[src/rtl/branch_resolution_unit_pkg.sv]
// Shared types and constants for the branch resolution unit.
package branch_resolution_unit_pkg;

   typedef enum logic [0:0] {
      BRU_IDLE  = 1'b0,
      BRU_REDIR = 1'b1
   } bru_state_t;

   localparam int BP_OFFSET_W = 12;
   localparam int IMM_W       = 21;
   localparam int RVC_STEP    = 2;
   localparam int RVI_STEP    = 4;

   // An immediate fits the BTB offset field when bits 20..12 are pure sign extension.
   function automatic logic imm_fits(input logic [IMM_W-1:0] imm);
      return (&imm[IMM_W-1:BP_OFFSET_W]) | ~(|imm[IMM_W-1:BP_OFFSET_W]);
   endfunction

endpackage

[src/rtl/branch_resolution_unit_fast_adder.sv]
// Generic adder; with ADDONLY=0 it also subtracts when sub_i is set.
module fast_adder #(
   parameter int W       = 32,
   parameter bit ADDONLY = 1'b0
) (
   input  logic [W-1:0] a_i,
   input  logic [W-1:0] b_i,
   input  logic         sub_i,
   output logic [W-1:0] sum_o
);

   generate
      if (ADDONLY) begin : g_add
         logic unused_sub;
         assign unused_sub = sub_i;
         // Plain addition
         always_comb sum_o = a_i + b_i;
      end else begin : g_addsub
         // Two's complement subtract by inverting b and injecting carry
         always_comb sum_o = a_i + (sub_i ? ~b_i : b_i) + {{(W-1){1'b0}}, sub_i};
      end
   endgenerate

endmodule

[src/rtl/branch_resolution_unit.sv]
// Resolves branches/JAL in execute, flags mispredictions, drives predictor
// update/invalidate and the fetch redirect handshake.
//
//   state     | meaning
//   ----------+------------------------------------------------------
//   BRU_IDLE  | ready for the next resolved instruction
//   BRU_REDIR | redirect pending; pipeline held until fetch accepts it
module branch_resolution_unit
   import branch_resolution_unit_pkg::*;
#(
   parameter int ADDR_W = 32,
   parameter int CNT_W  = 16
) (
   input  logic                   s_clk_i,
   input  logic                   s_resetn_i,
   input  logic                   s_exe_valid_i,
   output logic                   s_exe_ready_o,
   input  logic                   s_exe_branch_i,
   input  logic                   s_exe_jal_i,
   input  logic                   s_exe_taken_i,
   input  logic                   s_exe_rvc_i,
   input  logic [ADDR_W-1:0]      s_exe_pc_i,
   input  logic [IMM_W-1:0]       s_exe_imm_i,
   input  logic                   s_exe_pred_i,
   input  logic [ADDR_W-1:0]      s_exe_ptarget_i,
   output logic                   s_branch_update_o,
   output logic                   s_branch_taken_o,
   output logic                   s_ualigc_o,
   output logic                   s_btb_update_o,
   output logic [BP_OFFSET_W-1:0] s_branch_offset_o,
   output logic [ADDR_W-1:0]      s_branch_add_o,
   output logic                   s_invalidate_o,
   output logic                   s_redirect_o,
   input  logic                   s_redirect_ready_i,
   output logic [ADDR_W-1:0]      s_redirect_add_o,
   output logic [CNT_W-1:0]       s_mispred_cnt_o
);

   bru_state_t             state_q, state_d;
   logic                   update_q, update_d;
   logic                   taken_q, taken_d;
   logic                   ualigc_q, ualigc_d;
   logic                   btb_q, btb_d;
   logic [BP_OFFSET_W-1:0] offset_q, offset_d;
   logic [ADDR_W-1:0]      add_q, add_d;
   logic                   inval_q, inval_d;
   logic [ADDR_W-1:0]      redir_add_q, redir_add_d;
   logic [CNT_W-1:0]       cnt_q, cnt_d;

   logic [ADDR_W-1:0] imm_ext;
   logic [ADDR_W-1:0] target;
   logic [ADDR_W-1:0] seq;
   logic [ADDR_W-1:0] next_pc;
   logic              is_cf;
   logic              res_taken;
   logic              mispred;
   logic              accept;
   logic              unused_imm0;

   assign unused_imm0 = s_exe_imm_i[0];
   assign imm_ext     = {{(ADDR_W-IMM_W){s_exe_imm_i[IMM_W-1]}}, s_exe_imm_i};

   fast_adder #(
      .W       (ADDR_W),
      .ADDONLY (1'b0)
   ) u_target_add (
      .a_i   (s_exe_pc_i),
      .b_i   (imm_ext),
      .sub_i (1'b0),
      .sum_o (target)
   );

   // Resolution: direction, fall-through address and misprediction detect
   always_comb begin
      is_cf     = s_exe_branch_i | s_exe_jal_i;
      res_taken = s_exe_jal_i | (s_exe_branch_i & s_exe_taken_i);
      seq       = s_exe_pc_i + (s_exe_rvc_i ? ADDR_W'(RVC_STEP) : ADDR_W'(RVI_STEP));
      next_pc   = res_taken ? target : seq;
      // A non-branch predicted taken shows up here as pred != taken (taken is 0)
      mispred   = (s_exe_pred_i != res_taken)
                | (s_exe_pred_i & res_taken & (s_exe_ptarget_i != target));
      accept    = s_exe_valid_i & (state_q == BRU_IDLE);
   end

   // Next-state for the FSM and the output register bank
   always_comb begin
      state_d     = state_q;
      update_d    = 1'b0;
      btb_d       = 1'b0;
      inval_d     = 1'b0;
      taken_d     = taken_q;
      ualigc_d    = ualigc_q;
      offset_d    = offset_q;
      add_d       = add_q;
      redir_add_d = redir_add_q;
      cnt_d       = cnt_q;
      case (state_q)
         BRU_IDLE: begin
            if (accept) begin
               update_d = is_cf;
               btb_d    = is_cf & res_taken & imm_fits(s_exe_imm_i);
               inval_d  = ~is_cf & s_exe_pred_i;
               taken_d  = res_taken;
               ualigc_d = s_exe_rvc_i & s_exe_pc_i[1];
               offset_d = s_exe_imm_i[BP_OFFSET_W:1];
               add_d    = s_exe_pc_i;
               if (mispred) begin
                  redir_add_d = next_pc;
                  cnt_d       = cnt_q + CNT_W'(1);
                  state_d     = BRU_REDIR;
               end
            end
         end
         BRU_REDIR: begin
            if (s_redirect_ready_i) begin
               state_d = BRU_IDLE;
            end
         end
         default: state_d = BRU_IDLE;
      endcase
   end

   // State and output registers; reset drops any pending redirect at once
   always_ff @(posedge s_clk_i or negedge s_resetn_i) begin
      if (!s_resetn_i) begin
         state_q     <= BRU_IDLE;
         update_q    <= 1'b0;
         taken_q     <= 1'b0;
         ualigc_q    <= 1'b0;
         btb_q       <= 1'b0;
         offset_q    <= '0;
         add_q       <= '0;
         inval_q     <= 1'b0;
         redir_add_q <= '0;
         cnt_q       <= '0;
      end else begin
         state_q     <= state_d;
         update_q    <= update_d;
         taken_q     <= taken_d;
         ualigc_q    <= ualigc_d;
         btb_q       <= btb_d;
         offset_q    <= offset_d;
         add_q       <= add_d;
         inval_q     <= inval_d;
         redir_add_q <= redir_add_d;
         cnt_q       <= cnt_d;
      end
   end

   assign s_exe_ready_o     = (state_q == BRU_IDLE);
   assign s_redirect_o      = (state_q == BRU_REDIR);
   assign s_branch_update_o = update_q;
   assign s_branch_taken_o  = taken_q;
   assign s_ualigc_o        = ualigc_q;
   assign s_btb_update_o    = btb_q;
   assign s_branch_offset_o = offset_q;
   assign s_branch_add_o    = add_q;
   assign s_invalidate_o    = inval_q;
   assign s_redirect_add_o  = redir_add_q;
   assign s_mispred_cnt_o   = cnt_q;

endmodule

[config.mk]
export PLATFORM = sky130hd
export DESIGN_NAME = branch_resolution_unit
export DESIGN_NICKNAME = d
export VERILOG_FILES = /design/src/rtl/branch_resolution_unit_pkg.sv /design/src/rtl/branch_resolution_unit_fast_adder.sv /design/src/rtl/branch_resolution_unit.sv
export SDC_FILE = /design/constraint.sdc
export NUM_CORES = 1
export LEC_CHECK = 0
export ABC_AREA = 1
export CAP_MARGIN = 20
export CORE_MARGIN = 1
export CORE_UTILIZATION = 56
export DETAILED_ROUTE_END_ITERATION = 12
export PLACE_DENSITY_LB_ADDON = 0.3
export SLEW_MARGIN = 30
export SYNTH_ARGS = -nofsm -noshare
export SYNTH_HDL_FRONTEND = slang
export SYNTH_SLANG_ARGS = --single-unit
[constraint.sdc]
create_clock -name s_clk_i -period 4.2 [get_ports s_clk_i]
set_input_delay 0.63 -clock s_clk_i [delete_from_list [all_inputs] [get_ports s_clk_i]]
set_output_delay 0.63 -clock s_clk_i [all_outputs]
set_load 0.02 [all_outputs]
==> run_summary.xml <==
<?xml version="1.0" encoding="UTF-8"?>
<metrics>
  <group name="outcome">
    <metric name="run_status" unit="">finished, final reports clean</metric>
  </group>
  <group name="cts">
    <metric name="cts.clk_slew.worst_paths" unit="ps">70</metric>
    <metric name="htreeDepth" unit="">3</metric>
    <metric name="postCtsSetupRepairBufs" unit="">0</metric>
    <metric name="count_of_cells_resized_by_post_cts_repair" unit="">0</metric>
    <metric name="cts-root-to-sink-buffers" unit="">2</metric>
    <metric name="clock-sinks" unit="">98</metric>
    <metric name="tritoncts.num_buffers" unit="">9</metric>
    <metric name="cts-root-buf" unit="">clkbuf_16</metric>
    <metric name="clk_latency" unit="ps">350</metric>
    <metric name="postCtsHoldBufs" unit="">0</metric>
    <metric name="clock_tree_from_tritoncts" unit="">built</metric>
  </group>
  <group name="logic_synthesis">
    <metric name="yosysWarnings" unit="">0</metric>
    <metric name="share_of_flip_flops_with_an_asynchronous_set_or_reset_after_synthesis" unit="">1.000</metric>
    <metric name="ys_types" unit="">36</metric>
    <metric name="yosys_register_bits" unit="">98</metric>
    <metric name="synth_edf_count" unit="">0</metric>
    <metric name="post_synth.cell_area_avg" unit="sq um">6.247</metric>
    <metric name="syn-cell-area" unit="sq um">8247</metric>
    <metric name="synth-main-ff-cell" unit="">dfrtp_1</metric>
    <metric name="yosysSeqAreaShare" unit="">0.2974</metric>
    <metric name="postSynthCellCount" unit="">1320</metric>
    <metric name="synth.net_count" unit="">1451</metric>
  </group>
  <group name="routing">
    <metric name="post_drt_wl_per_cell" unit="microns">16.24</metric>
    <metric name="drt-initial-drc-count" unit="">1009</metric>
    <metric name="drc" unit="">0</metric>
    <metric name="drt_first_pass_iters" unit="">6</metric>
    <metric name="drtAntennaViolNets" unit="">0</metric>
    <metric name="post_drt_via_cell_ratio" unit="">5.489</metric>
    <metric name="route.final.wire_length" unit="mm">27.63</metric>
    <metric name="route.vias.total" unit="">9336</metric>
  </group>
  <group name="critical_path">
    <metric name="regToRegEndpoint" unit="">s_mispred_cnt_o[15]$_DFFE_PN0P_</metric>
    <metric name="reg2reg_slack" unit="ps">2400</metric>
    <metric name="cpLargestDelayFamily" unit="">simple AND/OR/NAND/NOR gates</metric>
    <metric name="wp_data_required" unit="ps">4490</metric>
    <metric name="slowest_stage" unit="">clkdlybuf4s50_1</metric>
    <metric name="crit_chain" unit="">clkdlybuf4s50_1, ha_1, nand2_1, nor2_1, nand2_1, nor2_1, nand2_1, nand2_1, nand2_1, nand3_1, nand2_1, nor2_1, nand2_1, nor2_1, nand3_1, nand2_1, nand2_2, nand2_2, buf_12, nand2_1, nand2_1</metric>
    <metric name="end_kind" unit="">flip-flop</metric>
    <metric name="cp_num_cells" unit="">21</metric>
    <metric name="rr_startpoint" unit="">s_mispred_cnt_o[2]$_DFFE_PN0P_</metric>
    <metric name="worstPathArrival" unit="ps">4180</metric>
    <metric name="cpMostUsedCell" unit="">nand2_1</metric>
    <metric name="worst-r2r-cell-count" unit="">7</metric>
    <metric name="crit_path_max_incr_delay" unit="ps">650</metric>
    <metric name="timing.critical_path.buf_inv" unit="">2</metric>
    <metric name="worst_setup_path_category" unit="">in -&gt; reg</metric>
    <metric name="cp_max_fo" unit="">23</metric>
    <metric name="critical_path.startpoint_type" unit="">primary input</metric>
  </group>
  <group name="power">
    <metric name="max-vdd-ir-drop" unit="uV">230.7</metric>
    <metric name="seqPwrFrac" unit="">0.329</metric>
    <metric name="leak_pwr" unit="nW">5.825</metric>
    <metric name="total_power" unit="mW">4.044</metric>
    <metric name="p_clk_frac" unit="">0.202</metric>
    <metric name="cell_internal_pwr" unit="mW">2.391</metric>
    <metric name="power_density" unit="nW/um^2">376.1</metric>
    <metric name="net_switching_power" unit="mW">1.653</metric>
    <metric name="power_frac_comb" unit="">0.469</metric>
    <metric name="power.switching_fraction" unit="">0.4088</metric>
  </group>
  <group name="global_route">
    <metric name="antenna_found_initial" unit="">0</metric>
    <metric name="global_route.usage.total" unit="">0.3762</metric>
    <metric name="vias_in_the_first_global_route" unit="">8401</metric>
    <metric name="grt_max_degree" unit="">72</metric>
    <metric name="global_route_wire_length_before_repair" unit="mm">43.15</metric>
    <metric name="grt_overflow_total" unit="">0</metric>
  </group>
  <group name="timing">
    <metric name="tightestPinTransition" unit="ps">663.9</metric>
    <metric name="post-route-period-util" unit="">0.9251</metric>
    <metric name="final.setup_skew" unit="ps">7.320</metric>
    <metric name="rsz0062_at_grt" unit="">no</metric>
    <metric name="finalSetupViolations" unit="">0</metric>
    <metric name="fmax" unit="MHz">257.4</metric>
    <metric name="report.final.slew_viol_count" unit="">0</metric>
    <metric name="final_period_minus_worst_setup_slack" unit="ps">3885</metric>
    <metric name="fin_ws" unit="ps">314.8</metric>
    <metric name="slew_headroom" unit="">0.5574</metric>
    <metric name="tns" unit="ps">0</metric>
    <metric name="hold_viol_final" unit="">0</metric>
  </group>
  <group name="placement">
    <metric name="portBuffers" unit="">192</metric>
    <metric name="gp_congestion" unit="">0.9947</metric>
    <metric name="place.detailed.hpwl" unit="mm">22.10</metric>
    <metric name="preCtsSetupSlack" unit="ps">64.89</metric>
  </group>
  <group name="final_layout">
    <metric name="layout.filler_cells" unit="">1130</metric>
    <metric name="num-nets-final" unit="">1647</metric>
    <metric name="area_growth_syn_to_layout" unit="%">30.39</metric>
    <metric name="antenna-diode-count" unit="">0</metric>
    <metric name="drive_gt1_frac" unit="">0.03945</metric>
  </group>
  <group name="min_path">
    <metric name="hp-class" unit="">in -&gt; async</metric>
  </group>
  <group name="floorplanning">
    <metric name="placement_rows" unit="">43</metric>
    <metric name="placeableCoreArea" unit="sq um">14100</metric>
    <metric name="die_area" unit="sq um">15220</metric>
    <metric name="start_util" unit="">0.5850</metric>
    <metric name="die-width" unit="microns">123.4</metric>
    <metric name="die_h" unit="microns">123.4</metric>
    <metric name="floorplan.io_pins" unit="">193</metric>
  </group>
  <group name="run">
    <metric name="timing.max_cap.violations" unit="">0</metric>
  </group>
</metrics>
-- cell families after synthesis --
group                    Yosys count  synth area share
AND/OR/NAND/NOR                  832            0.4188
buffers and inverters            215            0.1021
flip-flops                        98            0.2974
AO/OA/AOI/OAI                     74           0.04719
XOR/XNOR                          64           0.07662
adder cells (fa/ha/maj)           37           0.05796
-- layer usage --
layer | vias up | track usage | share of wire
met5 | - | 0 | 0
met4 | 0 | 0.1438 | 0.033
met3 | 68 | 0.05212 | 0.088
met2 | 480 | 0.5995 | 0.45
met1 | 4254 | 0.5169 | 0.42
li1 | 4534 | - | -
-- power groups by stage --
| stage | Sequential [mW] | Combinational, mW | Clock [mW] |
|---|---|---|---|
| after global routing | 1.35 | 2.07 | 0.864 |
| after CTS | 1.32 | 1.88 | 0.820 |
| after global placement | 1.34 | 1.83 | 0 |
| after floorplan | 1.59 | 0.751 | 0 |
| final | 1.33 | 1.90 | 0.818 |
| after detailed placement | 1.34 | 1.87 | 0 |
-- placed cells by master (no fill, tap or decap), types with 2 or more instances in the layout --
master,instances
inv_2,6
nor3_1,20
ha_1,35
buf_4,21
nand3b_1,5
clkinv_4,2
dfrtp_1,98
o21ai_0,39
nor2_1,79
nand2_1,556
xnor2_1,15
inv_1,178
buf_12,3
nor2_2,2
nand4_1,13
nor4_1,9
fa_1,2
a21oi_1,22
xnor3_1,3
xor2_1,44
nand2_2,4
clkdlybuf4s50_1,191
xor3_1,2
nand3_1,135
a31oi_1,9
clkbuf_16,9
nand3_2,3
-- stage by stage --
stage	hold WS [ps]	utilization	instance area, sq um	cells
final	283.0	0.7628	10750	1701
after global routing	331.7	0.7628	10750	1701
after CTS	437.1	0.7626	10750	1701
after detailed placement	461.8	0.7421	10460	1685
after global placement	456.0	0.7421	10460	1685
after floorplan	334.4	-	8247	1320
-- worst max-delay path by stage --
stage / startpoint / end / slack [ps]
2_1_floorplan: s_exe_pc_i[0] / s_mispred_cnt_o[14]$_DFFE_PN0P_ / 1250
3_3_place_gp: s_exe_imm_i[20] / s_redirect_o$_DFF_PN0_ / 160
3_5_place_dp: s_exe_imm_i[20] / s_redirect_add_o[3]$_DFFE_PN0P_ / 60
4_1_cts: s_exe_imm_i[20] / s_mispred_cnt_o[9]$_DFFE_PN0P_ / 420
5_1_grt: s_exe_imm_i[20] / s_mispred_cnt_o[9]$_DFFE_PN0P_ / 90
6_report: s_exe_imm_i[20] / s_mispred_cnt_o[9]$_DFFE_PN0P_ / 310
-- sequential cells by signal, summed over array words and instances, names as in the netlist --
| register | cells |
|---|---|
| s_btb_update_o | 1 |
| s_branch_offset_o | 12 |
| s_ualigc_o | 1 |
| s_invalidate_o | 1 |
| s_mispred_cnt_o | 16 |
| s_redirect_o | 1 |
| s_branch_add_o | 32 |
| s_branch_taken_o | 1 |
| s_redirect_add_o | 32 |
| s_branch_update_o | 1 |
-- synth_stat cells (2+ instances only) --
master / count / area, sq um
nand2_1: 557 / 2091
inv_1: 178 / 668.1
nand3_1: 135 / 675.7
dfrtp_1: 98 / 2452
nor2_1: 79 / 296.5
xor2_1: 44 / 385.4
o21ai_0: 39 / 195.2
ha_1: 35 / 437.9
a21oi_1: 22 / 110.1
nor3_1: 20 / 100.1
clkbuf_1: 15 / 56.30
xnor2_1: 15 / 131.4
nand4_1: 13 / 81.33
a31oi_1: 9 / 56.30
nor4_1: 9 / 56.30
buf_1: 8 / 30.03
inv_2: 6 / 22.52
nand3b_1: 5 / 37.54
buf_2: 4 / 20.02
buf_6: 4 / 45.04
nand2_2: 3 / 18.77
nand3_2: 3 / 30.03
xnor3_1: 3 / 67.56
fa_1: 2 / 40.04
nor2_2: 2 / 12.51
xor3_1: 2 / 47.55
-- worst register-to-register path: stages, from the launching register on --
cell and delay [ps]:
dfrtp_1 460, inv_1 100, nor3_1 410, nand2_1 160
nor4_1 250, xor2_1 180, nand3_1 80, nand2_1 100
-- layout make-up --
type	instances	area [sq um]	area share
Sequential cell	98	2452	0.2281
Timing Repair Buffer	216	2141	0.1991
Tap cell	180	225.2	0.02094
Inverter	184	690.7	0.06423
Clock inverter	6	50.05	0.004654
Clock buffer	10	239.0	0.02222
Multi-Input combinational cell	1007	4955	0.4608
(Power assumes the default switching activity.)
